$ cat config.mk
export PLATFORM = sky130hd
export DESIGN_NAME = mem_bus_arbiter
export DESIGN_NICKNAME = d
export VERILOG_FILES = /design/src/rtl/mem_bus_arbiter_pkg.sv /design/src/rtl/arb_timeout_counter.sv /design/src/rtl/mem_bus_arbiter.sv
export SDC_FILE = /design/constraint.sdc
export NUM_CORES = 1
export LEC_CHECK = 0
export BUFFER_PORTS_ARGS = -buffer_cell sky130_fd_sc_hd__buf_2
export CELL_PAD_IN_SITES_DETAIL_PLACEMENT = 0
export CELL_PAD_IN_SITES_GLOBAL_PLACEMENT = 2
export CORE_UTILIZATION = 29
export CTS_BUF_LIST = sky130_fd_sc_hd__clkbuf_16
export DETAILED_ROUTE_END_ITERATION = 8
export HOLD_SLACK_MARGIN = 0.15
export PLACE_DENSITY = 0.86
export SLEW_MARGIN = 20
export SYNTH_ARGS = -nofsm -noshare
export SYNTH_HDL_FRONTEND = slang
export SYNTH_SLANG_ARGS = --single-unit
$ cat constraint.sdc
create_clock -name clk -period 4.2 [get_ports clk]
set_clock_uncertainty 0.1 [all_clocks]
set_input_delay 0.63 -clock clk [delete_from_list [all_inputs] [get_ports clk]]
set_output_delay 0.63 -clock clk [all_outputs]
set_load 0.01 [all_outputs]
$ cat src/rtl/mem_bus_arbiter_pkg.sv
// Shared encodings for the memory bus arbiter: FSM states and bus ownership.
package mem_bus_arbiter_pkg;

    typedef enum logic [1:0] {
        ARB_IDLE = 2'd0,
        ARB_BUSY = 2'd1,
        ARB_RESP = 2'd2
    } arb_state_e;

    typedef enum logic {
        OWN_IF  = 1'b0,
        OWN_LSU = 1'b1
    } arb_owner_e;

    // Saturating increment used for the LSU streak counter.
    function automatic logic [7:0] sat_inc8(input logic [7:0] val, input logic [7:0] max);
        return (val >= max) ? max : val + 8'd1;
    endfunction

endpackage

$ cat src/rtl/arb_timeout_counter.sv
// Loadable up-counter with clear and enable; flags the cycle in which an
// enabled count reaches LIMIT. Reusable by any bus master needing a watchdog.
module arb_timeout_counter #(
    parameter int LIMIT = 255,
    parameter int W     = $clog2(LIMIT + 1)
) (
    input  logic         clk,
    input  logic         rst,
    input  logic         clr_i,
    input  logic         en_i,
    input  logic         load_i,
    input  logic [W-1:0] load_val_i,
    output logic         expired_o
);

    localparam logic [W-1:0] LAST = W'(LIMIT - 1);
    localparam logic [W-1:0] TOP  = W'(LIMIT);

    logic [W-1:0] count_q;
    logic [W-1:0] count_d;

    always_comb begin
        count_d = count_q;
        if (clr_i) begin
            count_d = '0;
        end else if (load_i) begin
            count_d = load_val_i;
        end else if (en_i && count_q != TOP) begin
            count_d = count_q + 1'b1;
        end
    end

    always_ff @(posedge clk) begin
        if (rst) begin
            count_q <= '0;
        end else begin
            count_q <= count_d;
        end
    end

    // The increment happening this cycle is the one that reaches LIMIT.
    assign expired_o = en_i && (count_q >= LAST);

endmodule

$ cat src/rtl/mem_bus_arbiter.sv
// Two-master arbiter (instruction fetch, load/store unit) for a single memory
// bus slave: registered grant, hold-until-ready, one-cycle ack, hung-slave timeout.
module mem_bus_arbiter
    import mem_bus_arbiter_pkg::*;
#(
    parameter int ADDR_W         = 32,
    parameter int DATA_W         = 32,
    parameter int LSU_STREAK_MAX = 4,
    parameter int TIMEOUT_CYCLES = 255
) (
    input  logic                clk,
    input  logic                rst,
    input  logic                if_req,
    input  logic [ADDR_W-1:0]   if_addr,
    output logic [DATA_W-1:0]   if_rdata,
    output logic                if_ack,
    input  logic                lsu_re,
    input  logic [DATA_W/8-1:0] lsu_we,
    input  logic [ADDR_W-1:0]   lsu_addr,
    input  logic [DATA_W-1:0]   lsu_wdata,
    output logic [DATA_W-1:0]   lsu_rdata,
    output logic                lsu_ack,
    output logic                bus_re,
    output logic [DATA_W/8-1:0] bus_we,
    output logic [ADDR_W-1:0]   bus_addr,
    output logic [DATA_W-1:0]   bus_wdata,
    input  logic [DATA_W-1:0]   bus_rdata,
    input  logic                bus_ready,
    output logic                bus_err
);

    localparam int BE_W = DATA_W / 8;
    localparam logic [7:0] STREAK_MAX = 8'(LSU_STREAK_MAX);

    arb_state_e          state_q, state_d;
    arb_owner_e          owner_q, owner_d;
    logic [ADDR_W-1:0]   addr_q, addr_d;
    logic [BE_W-1:0]     we_q, we_d;
    logic                re_q, re_d;
    logic [DATA_W-1:0]   wdata_q, wdata_d;
    logic [DATA_W-1:0]   if_rdata_q, if_rdata_d;
    logic [DATA_W-1:0]   lsu_rdata_q, lsu_rdata_d;
    logic                err_q, err_d;
    logic [7:0]          streak_q, streak_d;

    logic lsu_req;
    logic grant_if;
    logic timer_clr;
    logic timer_en;
    logic timer_expired;
    logic [DATA_W-1:0] resp_data;

    assign lsu_req  = lsu_re | (|lsu_we);
    // IF only preempts a pending LSU request once the LSU streak is exhausted.
    assign grant_if = if_req & (~lsu_req | (streak_q == STREAK_MAX));

    arb_timeout_counter #(
        .LIMIT (TIMEOUT_CYCLES)
    ) u_timeout (
        .clk        (clk),
        .rst        (rst),
        .clr_i      (timer_clr),
        .en_i       (timer_en),
        .load_i     (1'b0),
        .load_val_i ('0),
        .expired_o  (timer_expired)
    );

    always_comb begin
        state_d     = state_q;
        owner_d     = owner_q;
        addr_d      = addr_q;
        we_d        = we_q;
        re_d        = re_q;
        wdata_d     = wdata_q;
        if_rdata_d  = if_rdata_q;
        lsu_rdata_d = lsu_rdata_q;
        err_d       = err_q;
        streak_d    = streak_q;
        timer_clr   = 1'b0;
        timer_en    = 1'b0;
        resp_data   = re_q ? bus_rdata : '0;

        case (state_q)
            ARB_IDLE: begin
                timer_clr = 1'b1;
                err_d     = 1'b0;
                if (grant_if) begin
                    state_d  = ARB_BUSY;
                    owner_d  = OWN_IF;
                    addr_d   = if_addr;
                    we_d     = '0;
                    re_d     = 1'b1;
                    wdata_d  = '0;
                    streak_d = '0;
                end else if (lsu_req) begin
                    state_d  = ARB_BUSY;
                    owner_d  = OWN_LSU;
                    addr_d   = lsu_addr;
                    we_d     = lsu_we;
                    re_d     = lsu_re & ~(|lsu_we);
                    wdata_d  = lsu_wdata;
                    streak_d = if_req ? sat_inc8(streak_q, STREAK_MAX) : '0;
                end
            end
            ARB_BUSY: begin
                timer_en = 1'b1;
                // A ready arriving on the timeout cycle still counts as success.
                if (bus_ready || timer_expired) begin
                    state_d = ARB_RESP;
                    err_d   = ~bus_ready;
                    if (!bus_ready) begin
                        resp_data = '0;
                    end
                    if (owner_q == OWN_IF) begin
                        if_rdata_d = resp_data;
                    end else begin
                        lsu_rdata_d = resp_data;
                    end
                end
            end
            ARB_RESP: begin
                state_d = ARB_IDLE;
            end
            default: begin
                state_d = ARB_IDLE;
            end
        endcase
    end

    always_ff @(posedge clk) begin
        if (rst) begin
            state_q     <= ARB_IDLE;
            owner_q     <= OWN_IF;
            addr_q      <= '0;
            we_q        <= '0;
            re_q        <= 1'b0;
            wdata_q     <= '0;
            if_rdata_q  <= '0;
            lsu_rdata_q <= '0;
            err_q       <= 1'b0;
            streak_q    <= '0;
        end else begin
            state_q     <= state_d;
            owner_q     <= owner_d;
            addr_q      <= addr_d;
            we_q        <= we_d;
            re_q        <= re_d;
            wdata_q     <= wdata_d;
            if_rdata_q  <= if_rdata_d;
            lsu_rdata_q <= lsu_rdata_d;
            err_q       <= err_d;
            streak_q    <= streak_d;
        end
    end

    assign bus_re    = (state_q == ARB_BUSY) & re_q;
    assign bus_we    = (state_q == ARB_BUSY) ? we_q : '0;
    assign bus_addr  = (state_q == ARB_BUSY) ? addr_q : '0;
    assign bus_wdata = (state_q == ARB_BUSY) ? wdata_q : '0;
    assign if_ack    = (state_q == ARB_RESP) & (owner_q == OWN_IF);
    assign lsu_ack   = (state_q == ARB_RESP) & (owner_q == OWN_LSU);
    assign bus_err   = (state_q == ARB_RESP) & err_q;
    assign if_rdata  = if_rdata_q;
    assign lsu_rdata = lsu_rdata_q;

endmodule

==> After elaboration in Yosys (flattened, before gate mapping) <==
Cells that the tools add are included.
Widths: inputs -> output; s select.
{ "word_totals": {"regBits": 153, "out_inout_bits": 136} }
{ "op_classes": {"add_sub_neg": 2, "magnitude_cmp": 2, "eq_ne": 6, "mux": 27, "bitwise": 12, "reduce_logical": 13} }
{ "ops": {"columns": ["op", "n"], "rows": [
  ["$mux 32", 8],
  ["$mux 8", 4],
  ["$add 8x1->8 const B", 2],
  ["$mux 4", 3],
  ["$eq 8x3->1 const B", 1],
  ["$ge 8x3->1 const B", 1],
  ["$ge 8x8->1 const B", 1],
  ["$ne 8x8->1 const B", 1],
  ["$mux 1", 7],
  ["$and 1x1->1", 6],
  ["$mux 2", 3],
  ["$reduce_and 2->1", 3],
  ["$reduce_and 3->1", 2],
  ["$not 1->1", 4],
  ["$pmux 2 s2", 1],
  ["$reduce_bool 2->1", 2],
  ["$reduce_or 4->1", 1],
  ["$ne 3x3->1 const B", 1],
  ["$eq 2x1->1 const B", 1],
  ["$eq 2x2->1 const B", 1],
  ["$logic_and 1x1->1", 2],
  ["$logic_not 2->1", 1],
  ["$ne 2x2->1 const B", 1],
  ["$or 1x1->1", 2],
  ["other kinds (3)", 3]
]} }

==> Logic depth before layout (Yosys ltp) <==
{ "logic_depth": {"depth_word": 7, "ltp_mapped": 7, "depth_no_buf": 6} }

==> By module <==
From an unflattened synthesis, not the netlist that was laid out.
{ "hier_totals": {"cells_unflattened": 832, "hier_area_um2": 6607.6} }
{ "modules_own_cells": {"columns": ["mod", "instances", "cells_per_inst", "area_each_um2", "seq_area_each_um2"], "rows": [
  ["mem_bus_arbiter", 1, 768, 6105.9, 2902.8],
  ["arb_timeout_counter", 1, 64, 501.7, 160.2]
]} }

==> Worst setup path before layout <==
No wires, ideal clock.
{ "synth_path": {"path_type": "input -> register", "start": "in lsu_we[0]", "end": "reg wdata_q[27]", "t_arrival_ns": 2.049, "path_slack_ns": 1.919, "stages": 7, "n_path_buf": 3, "cell_sequence": "or4_1 -> buf_2 -> o31a_1 -> buf_6 -> buf_2 -> o211ai_1 -> a21oi_1"} }
{ "synth_between": {"elab_chain_cells": 7, "elab_cells_between_ends": 8, "cone_classes": "1 x mux; 4 x bitwise; 3 x reduce/logical"} }
{ "synth_rtl": {"columns": ["element", "line", "text"], "rows": [
  ["start, declared", "mem_bus_arbiter.sv:18", "input logic [DATA_W/8-1:0] lsu_we,"],
  ["$reduce_or 4->1 (*)", "mem_bus_arbiter.sv:53", "assign lsu_req = lsu_re | (|lsu_we);"],
  ["$or 1x1->1 (*)", "mem_bus_arbiter.sv:53", null],
  ["$not 1->1", "mem_bus_arbiter.sv:55", "assign grant_if = if_req & (~lsu_req | (streak_q == STREAK_MAX));"],
  ["$or 1x1->1", "mem_bus_arbiter.sv:55", null],
  ["$and 1x1->1", "mem_bus_arbiter.sv:55", null],
  ["$reduce_bool 2->1 (no line)", null, null],
  ["$reduce_and 2->1 (no line)", null, null],
  ["end signal, assigned", "mem_bus_arbiter.sv:149", "wdata_q <= wdata_d;"],
  ["end, declared", "mem_bus_arbiter.sv:40", "logic [DATA_W-1:0] wdata_q, wdata_d;"]
]} }
Mark *: on every way between the ends. The rest lies on a longest branch, timed or not.
A chain may end at the register's enable or synchronous reset.

==> Final worst setup path <==
{ "layout_path": {"start": "reg state_q[0]", "end": "out bus_wdata[14]"} }
{ "layout_between": {"elab_chain_cells": 2} }
{ "layout_rtl": {"columns": ["element", "line", "text"], "rows": [
  ["start, declared", "mem_bus_arbiter.sv:35", "arb_state_e state_q, state_d;"],
  ["start signal, assigned", "mem_bus_arbiter.sv:144", "state_q <= state_d;"],
  ["$eq 2x1->1", "mem_bus_arbiter.sv:160", "assign bus_wdata = (state_q == ARB_BUSY) ? wdata_q : '0;"],
  ["$mux 32", "mem_bus_arbiter.sv:160", null],
  ["end, declared", "mem_bus_arbiter.sv:26", "output logic [DATA_W-1:0] bus_wdata,"]
]} }
No other way between the ends.

==> flow_metrics.env <==
export IMPL_post_place_cells=1183
export IMPL_cp_slowest_stage_delay_ns=0.75
export IMPL_r2r_start="state_q[1]$_SDFFE_PP0P_"
export IMPL_r2r_slack_ns=1.52
export IMPL_fin_cells=1216
export IMPL_antenna_found_initial=2
export IMPL_holdPathStages=2
export IMPL_path_type_of_the_worst_min_delay_path="input port to flip-flop"
export IMPL_synth_distinct_cells=41
export IMPL_die_area_mm2=0.02233
export IMPL_fin_total_pwr_uw=3484
export IMPL_critPathLaunchType="flip-flop"
export IMPL_final_antenna_net_count=0
export IMPL_setup_tns_ns=0
export IMPL_vdd_ir_drop_max_v=0.0002062
export IMPL_root_buffer="sky130_fd_sc_hd__clkbuf_16"
export IMPL_maxCapViolations=0
export IMPL_syn_cell_area_mm2=0.006305
export IMPL_critical_path_top_delay_family="simple AND/OR/NAND/NOR gates"
export IMPL_timing_max_slew_rel_slack=0.3741
export IMPL_hold_viol=0
export IMPL_min_period_ns=2.969
export IMPL_finalNetCount=1068
export IMPL_synth_seq_area_share=0.4858
export IMPL_power_density_mw_per_mm2=412.0
export IMPL_globalRouteTotalUtil=0.1804
export IMPL_worstMarginPinSlew_ns=0.9263
export IMPL_flow_area_growth_from_synthesis_pct=34.13
export IMPL_critical_path_arrival_ns=2.24
export IMPL_timing_critical_path_slowest_stage_cell="sky130_fd_sc_hd__nor2b_4"
export IMPL_complex_gate_fraction_of_the_synthesized_area=0.2641
export IMPL_synth_mux_area_fraction=0.001588
export IMPL_die_h_um=149.4
export IMPL_synth_ff_type="sky130_fd_sc_hd__dfxtp_1"
export IMPL_yosys_area_share_simple=0.1842
export IMPL_die_w_um=149.4
export IMPL_dominant_combinational_cell_family_by_area_after_synthesis="compound AO/OA/AOI/OAI gates"
export IMPL_p_seq_frac=0.449
export IMPL_synth_edff_count=0
export IMPL_power_net_switching_uw=956.1
export IMPL_num_vias=6093
export IMPL_pwr_share_clk=0.426
export IMPL_floorplan_initialDensity=0.2980
export IMPL_pwr_share_comb=0.126
export IMPL_io_pin_count=273
export IMPL_crit_chain="nor2b_4, buf_12, and2_1, buf_2"
export IMPL_first_global_vias=5689
export IMPL_drt_total_wl_um=20410
export IMPL_clock_fmax_mhz=336.8
export IMPL_critical_path_n_buffers_inverters=2
export IMPL_remaining_drc_errors=0
export IMPL_critical_path_class="flip-flop to output pin"
export IMPL_global_route_overflow_total=0
export IMPL_area_occupied_by_multi_input_gates_mm2=0.002970
export IMPL_slew_violations=0
export IMPL_synth_seq_cells=153
export IMPL_syn_num_nets=831
export IMPL_gp_congestion=0.7566
export IMPL_syn_avg_cell_area_um2=9.137
export IMPL_run_status="complete, no violations"
export IMPL_yosys_area_share_adder=0.007938
export IMPL_routed_via_density=5.011
export IMPL_drt_iter0_drc=276
export IMPL_routed_wire_length_per_instance_um=16.78
export IMPL_worstReg2RegEnd="addr_q[1]$_SDFFE_PP0P_"
export IMPL_fin_util=0.3998
export IMPL_cts_reportedPaths_clkPinSlew_ns=0.07
export IMPL_cp_end_kind="output pin"
export IMPL_clock_sink_count=153
export IMPL_synth_warning_count=0
export IMPL_synthArstFlopShare=0
export IMPL_cts_resized_gates=0
export IMPL_cts_tree="built"
export IMPL_unrepaired_setup_endpoints_after_global_routing="no"
export IMPL_core_area_mm2=0.02115
export IMPL_crit_required_ns=3.47
export IMPL_post_synth_xor_area_fraction=0.004167
export IMPL_layout_filler_cells=2195
export IMPL_largest_net_degree_at_the_start_of_global_routing=63
export IMPL_r2r_cells=5
export IMPL_netSwitchingFraction=0.2744
export IMPL_final_seq_area_mm2=0.003063
export IMPL_pleak_uw=0.003777
export IMPL_worstPathMaxFanout=42
export IMPL_hold_path_startpoint="bus_rdata[21]"
export IMPL_setup_viol=0
export IMPL_clock_path_buffers=2
export IMPL_wire_length_of_the_first_global_routing_pass_um=31370
export IMPL_numCtsBuffers=17
export IMPL_rows=53
export IMPL_final_layout_size_suffix_gt1_frac=0.3500
export IMPL_holdPathEnd="if_rdata[21]$_SDFFE_PP0P_"
export IMPL_io_buffers=272
export IMPL_post_cts_setup_buffers=0
export IMPL_fin_crit_sh=0.7069
export IMPL_clk_insertion_delay_late_ns=0.42
export IMPL_drtPass1Iterations=5
export IMPL_clock_tree_htree_level_count=4
export IMPL_power_report_internal_total_uw=2528
export IMPL_syn_inst=690
export IMPL_hpwlAfterDp_um=13390
export IMPL_cts_hold_buf=0
state kept, by name, indices dropped and copies added (netlist names), 2 cells and up:
| name | cells |
|---|---|
| if_rdata | 32 |
| u_timeout.count_q | 8 |
| wdata_q | 32 |
| lsu_rdata | 32 |
| we_q | 4 |
| state_q | 2 |
| addr_q | 32 |
| streak_q | 8 |
routing by layer:
layer  vias up  GRT usage  wire length [um]  share of wire
met2       217     0.2884              9361           0.46
li1       2998          -                 -              -
met3        16    0.05793              1633          0.080
met4         2    0.05102               250          0.012
met1      2860     0.2311              9145           0.45
met5         -          0                13        0.00064
Yosys cell counts (11+ instances only):
cell                       instances  area [um^2]
sky130_fd_sc_hd__a21oi_1          46        230.2
sky130_fd_sc_hd__a22o_1           62        543.0
sky130_fd_sc_hd__a311oi_1         31        271.5
sky130_fd_sc_hd__and2_1           74        462.9
sky130_fd_sc_hd__buf_2            11        55.05
sky130_fd_sc_hd__clkbuf_1         50        187.7
sky130_fd_sc_hd__dfxtp_1         153         3063
sky130_fd_sc_hd__nand2_1          43        161.4
sky130_fd_sc_hd__nand3_1          43        215.2
sky130_fd_sc_hd__nor2_1           44        165.2
sky130_fd_sc_hd__o211ai_1         34        255.2
sky130_fd_sc_hd__o21ai_0          32        160.2
worst max path at each step:
stage,start,end,slack (ns),cells past startpoint
2_1_floorplan,lsu_we[0],wdata_q[27]$_SDFFE_PP0P_,1.92,7
3_3_place_gp,lsu_we[0],wdata_q[19]$_SDFFE_PP0P_,1.24,6
3_5_place_dp,lsu_we[0],addr_q[1]$_SDFFE_PP0P_,1.21,5
4_1_cts,state_q[0]$_SDFFE_PP0P_,bus_wdata[14],1.14,4
5_1_grt,state_q[0]$_SDFFE_PP0P_,bus_wdata[26],1.00,4
6_report,state_q[0]$_SDFFE_PP0P_,bus_wdata[14],1.23,4
power groups by stage:
stage	Sequential, uW	Combinational (uW)	Clock (uW)
2_1_floorplan	1590	269	0
4_1_cts	1560	446	1540
5_1_grt	1570	489	1600
6_report	1560	438	1480
3_3_place_gp	1590	442	0
3_5_place_dp	1600	445	0
layout by cell type (no fill, tap or decap), types with 4 or more instances in the layout:
master                      instances
sky130_fd_sc_hd__a211oi_1           4
sky130_fd_sc_hd__a21oi_1           46
sky130_fd_sc_hd__a22o_1            62
sky130_fd_sc_hd__a311oi_1          31
sky130_fd_sc_hd__and2_1            74
sky130_fd_sc_hd__and3_1             4
sky130_fd_sc_hd__buf_2            271
sky130_fd_sc_hd__buf_4             11
sky130_fd_sc_hd__clkbuf_16         17
sky130_fd_sc_hd__clkinv_4           5
sky130_fd_sc_hd__dfxtp_1          153
sky130_fd_sc_hd__ha_1               4
sky130_fd_sc_hd__inv_1              8
sky130_fd_sc_hd__nand2_1           43
sky130_fd_sc_hd__nand3_1           43
sky130_fd_sc_hd__nor2_1            44
sky130_fd_sc_hd__nor3_1             5
sky130_fd_sc_hd__o211ai_1          34
sky130_fd_sc_hd__o21ai_0           32
stage by stage:
step	instance area [um^2]	worst slack [ns]	hold slack [ns]
floorplan	6305	1.919	0.3273
global placement	7886	1.241	0.3371
detailed placement	7886	1.207	0.3418
CTS	8454	1.136	0.3144
global route	8457	1.002	0.3165
finish	8457	1.231	0.3378
cells by family (layout without fill, tap and decap cells):
logic type / Yosys count / after routing
compound gates: 227 / 227
xor+xnor: 3 / 3
fa+ha+maj: 4 / 4
buf+inv: 74 / 324
flops: 153 / 153
mux: 1 / 1
other cells: 0 / 1
simple gates: 228 / 228
cell type report:
cell class,instances,share of cell area
sequential,153,0.3622
tap,275,0.04069
clock buffer,17,0.05030
multi-input combinational,463,0.3512
inverter,8,0.003551
timing repair buffer,284,0.1749
clock inverter,15,0.01687
antenna,1,0.0002959
Power figures use the tool's default switching activity.
